### config.mk
export PLATFORM = sky130hd
export DESIGN_NAME = regfl_wr_arb
export DESIGN_NICKNAME = d
export VERILOG_FILES = /design/src/rtl/regfl_wr_arb.sv
export SDC_FILE = /design/constraint.sdc
export NUM_CORES = 1
export LEC_CHECK = 0
export CAP_MARGIN = 30
export CORE_ASPECT_RATIO = 0.8
export CORE_MARGIN = 5
export CORE_UTILIZATION = 35
export DETAILED_ROUTE_END_ITERATION = 12
export GPL_TIMING_DRIVEN = 0
export HOLD_SLACK_MARGIN = 0.06
export PLACE_DENSITY_LB_ADDON = 0.15
export REMOVE_ABC_BUFFERS = 1
export SLEW_MARGIN = 15
export SYNTH_ARGS = -nofsm -noshare
export SYNTH_HDL_FRONTEND = slang
export SYNTH_SLANG_ARGS = --single-unit
### constraint.sdc
create_clock -name clk -period 4.1 [get_ports clk]
set_input_delay 1.025 -clock clk [delete_from_list [all_inputs] [get_ports clk]]
set_output_delay 1.025 -clock clk [all_outputs]
set_load 0.05 [all_outputs]
### src/rtl/regfl_wr_arb.sv
// Round-robin arbiter sharing the register file's single write port among NREQ requesters.
// A grant takes two cycles: the winner's address and data are latched, then committed on the next edge.
module regfl_wr_arb #(
  parameter int NREQ = 4,
  parameter int DW   = 64,
  parameter int AW   = 3
) (
  input  logic                  clk,
  input  logic                  rst,
  input  logic [NREQ-1:0]       req,
  input  logic [NREQ*AW-1:0]    addr,
  input  logic [NREQ*DW-1:0]    data,
  input  logic                  clr,
  output logic [NREQ-1:0]       ack,
  output logic                  rf_we,
  output logic [AW-1:0]         rf_s,
  output logic [DW-1:0]         rf_d,
  output logic                  busy,
  output logic [(2**AW)-1:0]    valid
);

  localparam int PW    = (NREQ > 1) ? $clog2(NREQ) : 1;
  localparam int DEPTH = 2**AW;

  typedef enum logic [0:0] {
    IDLE  = 1'b0,
    WRITE = 1'b1
  } state_t;

  state_t          state_r;
  state_t          state_next_s;
  logic [PW-1:0]   ptr_r;
  logic [PW-1:0]   win_r;
  logic [PW-1:0]   win_s;
  logic            hit_s;

  logic [NREQ-1:0]  ack_next_s;
  logic             rf_we_next_s;
  logic [AW-1:0]    rf_s_next_s;
  logic [DW-1:0]    rf_d_next_s;
  logic             busy_next_s;
  logic [DEPTH-1:0] valid_next_s;
  logic [PW-1:0]    ptr_next_s;
  logic [PW-1:0]    win_next_s;

  // Round-robin search: first set request at or after ptr, wrapping modulo NREQ
  always_comb begin
    int idx;
    idx   = 0;
    win_s = ptr_r;
    hit_s = 1'b0;
    for (int k = 0; k < NREQ; k++) begin
      idx = int'(ptr_r) + k;
      if (idx >= NREQ) begin
        idx = idx - NREQ;
      end else begin
        idx = idx;
      end
      if (!hit_s && req[idx]) begin
        hit_s = 1'b1;
        win_s = PW'(idx);
      end else begin
        hit_s = hit_s;
      end
    end
  end

  // State register
  always_ff @(posedge clk or posedge rst) begin
    if (rst) begin
      state_r <= IDLE;
    end else begin
      state_r <= state_next_s;
    end
  end

  // Next-state logic; req is only looked at in IDLE
  always_comb begin
    state_next_s = IDLE;
    case (state_r)
      IDLE:    state_next_s = hit_s ? WRITE : IDLE;
      WRITE:   state_next_s = IDLE;
      default: state_next_s = IDLE;
    endcase
  end

  // Next values of the registered outputs and arbitration state
  always_comb begin
    ack_next_s   = {NREQ{1'b0}};
    rf_we_next_s = 1'b0;
    busy_next_s  = 1'b0;
    rf_s_next_s  = rf_s;
    rf_d_next_s  = rf_d;
    ptr_next_s   = ptr_r;
    win_next_s   = win_r;
    valid_next_s = clr ? {DEPTH{1'b0}} : valid;
    case (state_r)
      IDLE: begin
        if (hit_s) begin
          ack_next_s[win_s] = 1'b1;
          rf_we_next_s      = 1'b1;
          busy_next_s       = 1'b1;
          rf_s_next_s       = addr[int'(win_s)*AW +: AW];
          rf_d_next_s       = data[int'(win_s)*DW +: DW];
          win_next_s        = win_s;
        end else begin
          win_next_s = win_r;
        end
      end
      WRITE: begin
        // Clear takes effect first so the committed bit survives a same-cycle clr
        valid_next_s[rf_s] = 1'b1;
        if (win_r == PW'(NREQ - 1)) begin
          ptr_next_s = {PW{1'b0}};
        end else begin
          ptr_next_s = win_r + {{(PW-1){1'b0}}, 1'b1};
        end
      end
      default: begin
        ptr_next_s = ptr_r;
      end
    endcase
  end

  // Output and datapath registers
  always_ff @(posedge clk or posedge rst) begin
    if (rst) begin
      ack   <= {NREQ{1'b0}};
      rf_we <= 1'b0;
      busy  <= 1'b0;
      rf_s  <= {AW{1'b0}};
      rf_d  <= {DW{1'b0}};
      valid <= {DEPTH{1'b0}};
      ptr_r <= {PW{1'b0}};
      win_r <= {PW{1'b0}};
    end else begin
      ack   <= ack_next_s;
      rf_we <= rf_we_next_s;
      busy  <= busy_next_s;
      rf_s  <= rf_s_next_s;
      rf_d  <= rf_d_next_s;
      valid <= valid_next_s;
      ptr_r <= ptr_next_s;
      win_r <= win_next_s;
    end
  end

endmodule
==> results.toml <==
[critical_path]
reg2reg_slack_ns = 1.52
max_stage_delay_ns = 0.74
worst-setup-path-type = "in -> reg"
path_cells = "clkdlybuf4s50_1 -> nor4_1 -> or2_4 -> inv_4 -> o22a_1"
rr_startpoint = "ptr_r[1]"
cp_max_fo = 74
critPathArrivalTime_ns = 3.71
cp-end-kind = "flop"
cp_slowest_cell = "or2_4"
critical_path_required_ns = 4.33
r2r_end = "rf_d[44]"
start_kind = "input pin"
reg2regPathDepth = 7

[sta]
fin_crit_sh = 0.849
fin_crit_ns = 3.48
max-slew-margin-rel = 0.397
finalMaxSlewViolations = 0
finClkSkew_ns = 0.00649
timing.fmax_ghz = 0.287
hold_violations = 0
setup_violations = 0
rsz0062_at_grt = "no"
worstMarginPinSlew_ns = 0.905
timing.final.ws_setup_ns = 0.619

[power_and_ir_drop]
seq_power_share = 0.208
swShare = 0.497
p_leak_nw = 3.65
combPwrFrac = 0.662
report.power.total_mw = 7.18
peakVddDrop_uv = 320
power_frac_clock = 0.129
p_switching_mw = 3.57
pwr_density_cell_nw_per_um2 = 743
p_int_mw = 3.61

[job]
max-cap-violations = 0

[outcome]
outcome = "complete, no violations"

[final_layout]
final_common_cell = "clkdlybuf4s50_1"
layout-drive-gt1-share = 0.0549
stdcell_count = 1084
fillCellCount = 1258
area_growth_pct = 78.6
diodes = 0
num-nets-final = 1145
layout_common_cells = "clkdlybuf4s50_1 (355), dfrtp_1 (84), a21oi_1 (69)"

[synth]
ys_warn_count = 0
synth_cell_types = 39
syn_area_um2 = 5410
synthArstFlopShare = 1.00
ys.flop_type = "dfrtp_1"
syn_inst = 571
syn_area_per_cell_um2 = 9.47
synth_edf_count = 0
ys_seq_elements = 84
ys_seq_area_frac = 0.389

[die]
boundaryPins = 356
num_rows = 40
die_y_um = 121
core_um2 = 15100
initial_utilization = 0.358
die-width_um = 149
die_area_um2 = 18100

[clocking]
postCtsSetupRepairBufs = 0
cts_tree = "built"
post_cts_resized = 0
cts_made_buffers = 9
cts_hold_buf = 0
h-tree-depth = 3
clockBufferDepth = 2
insertion_delay_ns = 0.35
path_clk_slew_ns = 0.07
cts.root.buffer_cell = "clkbuf_16"
numClockSinks = 84

[detailed_routing]
ant_nets = 0
routed_wl_um = 25800
remaining_drc_errors = 0
vias_per_cell = 6.12
drtPass1Iterations = 5
wire_per_inst_um = 23.8
routed-via-count = 6632
drt_first_iter_violations = 504

[global_route]
antenna_found_initial = 0
grt-ovfl-total = 0
globalRouteMet2Util = 0.460
grt_pass1_vias = 6614
grt_max_degree = 75
use_met1 = 0.329
top_usage_layer = "met2"
use_met3 = 0.0765
grt_pass1_wl_um = 38300
grt.total_usage = 0.269

[placement]
pre_cts_ws_ns = 0.290
gp_congestion = 0.868
port_buffers = 355
placed_cells = 1068
post-dp-hpwl_um = 18400

[hold_path]
hold_class = "reg -> reg"
hold_end = "rf_d[48]"
min_path_cells = 1
hp-start = "rf_d[48]"
-- through the flow --
stage / hold slack [ns] / instance area (um2) / util / setup TNS (ns)
2_1_floorplan: 0.454 / 5030 / - / -0.0717
3_3_place_gp: 0.473 / 8840 / 0.585 / -237.51
3_5_place_dp: 0.496 / 9330 / 0.617 / 0
4_1_cts: 0.511 / 9660 / 0.639 / 0
5_1_grt: 0.525 / 9660 / 0.639 / 0
6_report: 0.508 / 9660 / 0.639 / 0
-- registers in the layout, indices dropped and copies added, names as in the netlist --
name,count
win_r,2
ptr_r,2
valid,8
rf_s,3
rf_d,64
ack,4
busy,1
-- worst max-delay path by stage --
| stage | start | endpoint | slack [ns] | cells after the start |
|---|---|---|---|---|
| after floorplan | req[0] | ack[2] | -0.07 | 4 |
| after detailed placement | req[3] | rf_d[32] | 0.29 | 5 |
| final | req[3] | rf_d[57] | 0.62 | 5 |
| after CTS | req[3] | rf_d[57] | 0.61 | 5 |
| after global placement | req[3] | ack[2] | -2.90 | 5 |
| after global routing | req[3] | rf_d[57] | 0.42 | 5 |
-- power groups by stage --
stage	combinational [mW]	clock [mW]	sequential, mW
after floorplan	1.44	0	2.82
after global placement	4.41	0	1.48
after detailed placement	4.76	0	1.51
after CTS	4.78	0.950	1.50
after global routing	4.97	0.982	1.55
final	4.76	0.928	1.50
-- kinds of logic after synthesis --
kind of cell               Yosys count  share of synthesized area
AOI/OAI and AO/OA                  297                      0.427
adders and majority gates            1                    0.00231
buffers and inverters               97                     0.0791
DFF                                 84                      0.389
muxes                                1                    0.00208
and+or+nand+nor                     91                      0.101
-- area by class of cell --
class	instances	area, um2	share of cell area
Tap cell	210	263	0.0272
Clock buffer	11	253	0.0262
Timing Repair Buffer	372	3950	0.409
Multi-Input combinational cell	390	2960	0.306
Inverter	12	50.0	0.00518
Sequential cell	84	2100	0.218
Clock inverter	5	83.8	0.00868
-- critical path: cells and delay by family --
kind	cells	cell delay, ns
buffers and inverters	2	1.15
and+or+nand+nor	2	1.10
AOI/OAI and AO/OA	1	0.37
-- layer usage --
| layer | share of wire | wire length [um] | up-vias |
|---|---|---|---|
| met5 | 0 | 0 | - |
| met3 | 0.098 | 2530 | 46 |
| met2 | 0.50 | 13000 | 384 |
| li1 | - | - | 2963 |
| met1 | 0.37 | 9650 | 3239 |
| met4 | 0.025 | 637 | 0 |
-- cells in the mapped netlist, types with 3 or more instances --
| cell | count | area share |
|---|---|---|
| nand2b_1 | 3 | 0.0035 |
| a221o_1 | 68 | 0.13 |
| nand2_1 | 6 | 0.0042 |
| dfrtp_1 | 84 | 0.39 |
| o21a_1 | 3 | 0.0042 |
| o22ai_1 | 6 | 0.0069 |
| o31ai_1 | 67 | 0.093 |
| inv_1 | 11 | 0.0076 |
| a21oi_1 | 69 | 0.064 |
| buf_4 | 4 | 0.0056 |
| buf_2 | 33 | 0.031 |
| nand4_1 | 67 | 0.077 |
| clkbuf_1 | 46 | 0.032 |
| o21ai_1 | 4 | 0.0037 |
| o21ai_0 | 3 | 0.0028 |
| nor2_1 | 4 | 0.0028 |
| o22a_1 | 67 | 0.11 |
Note: power is estimated with default switching activity, not from simulation.
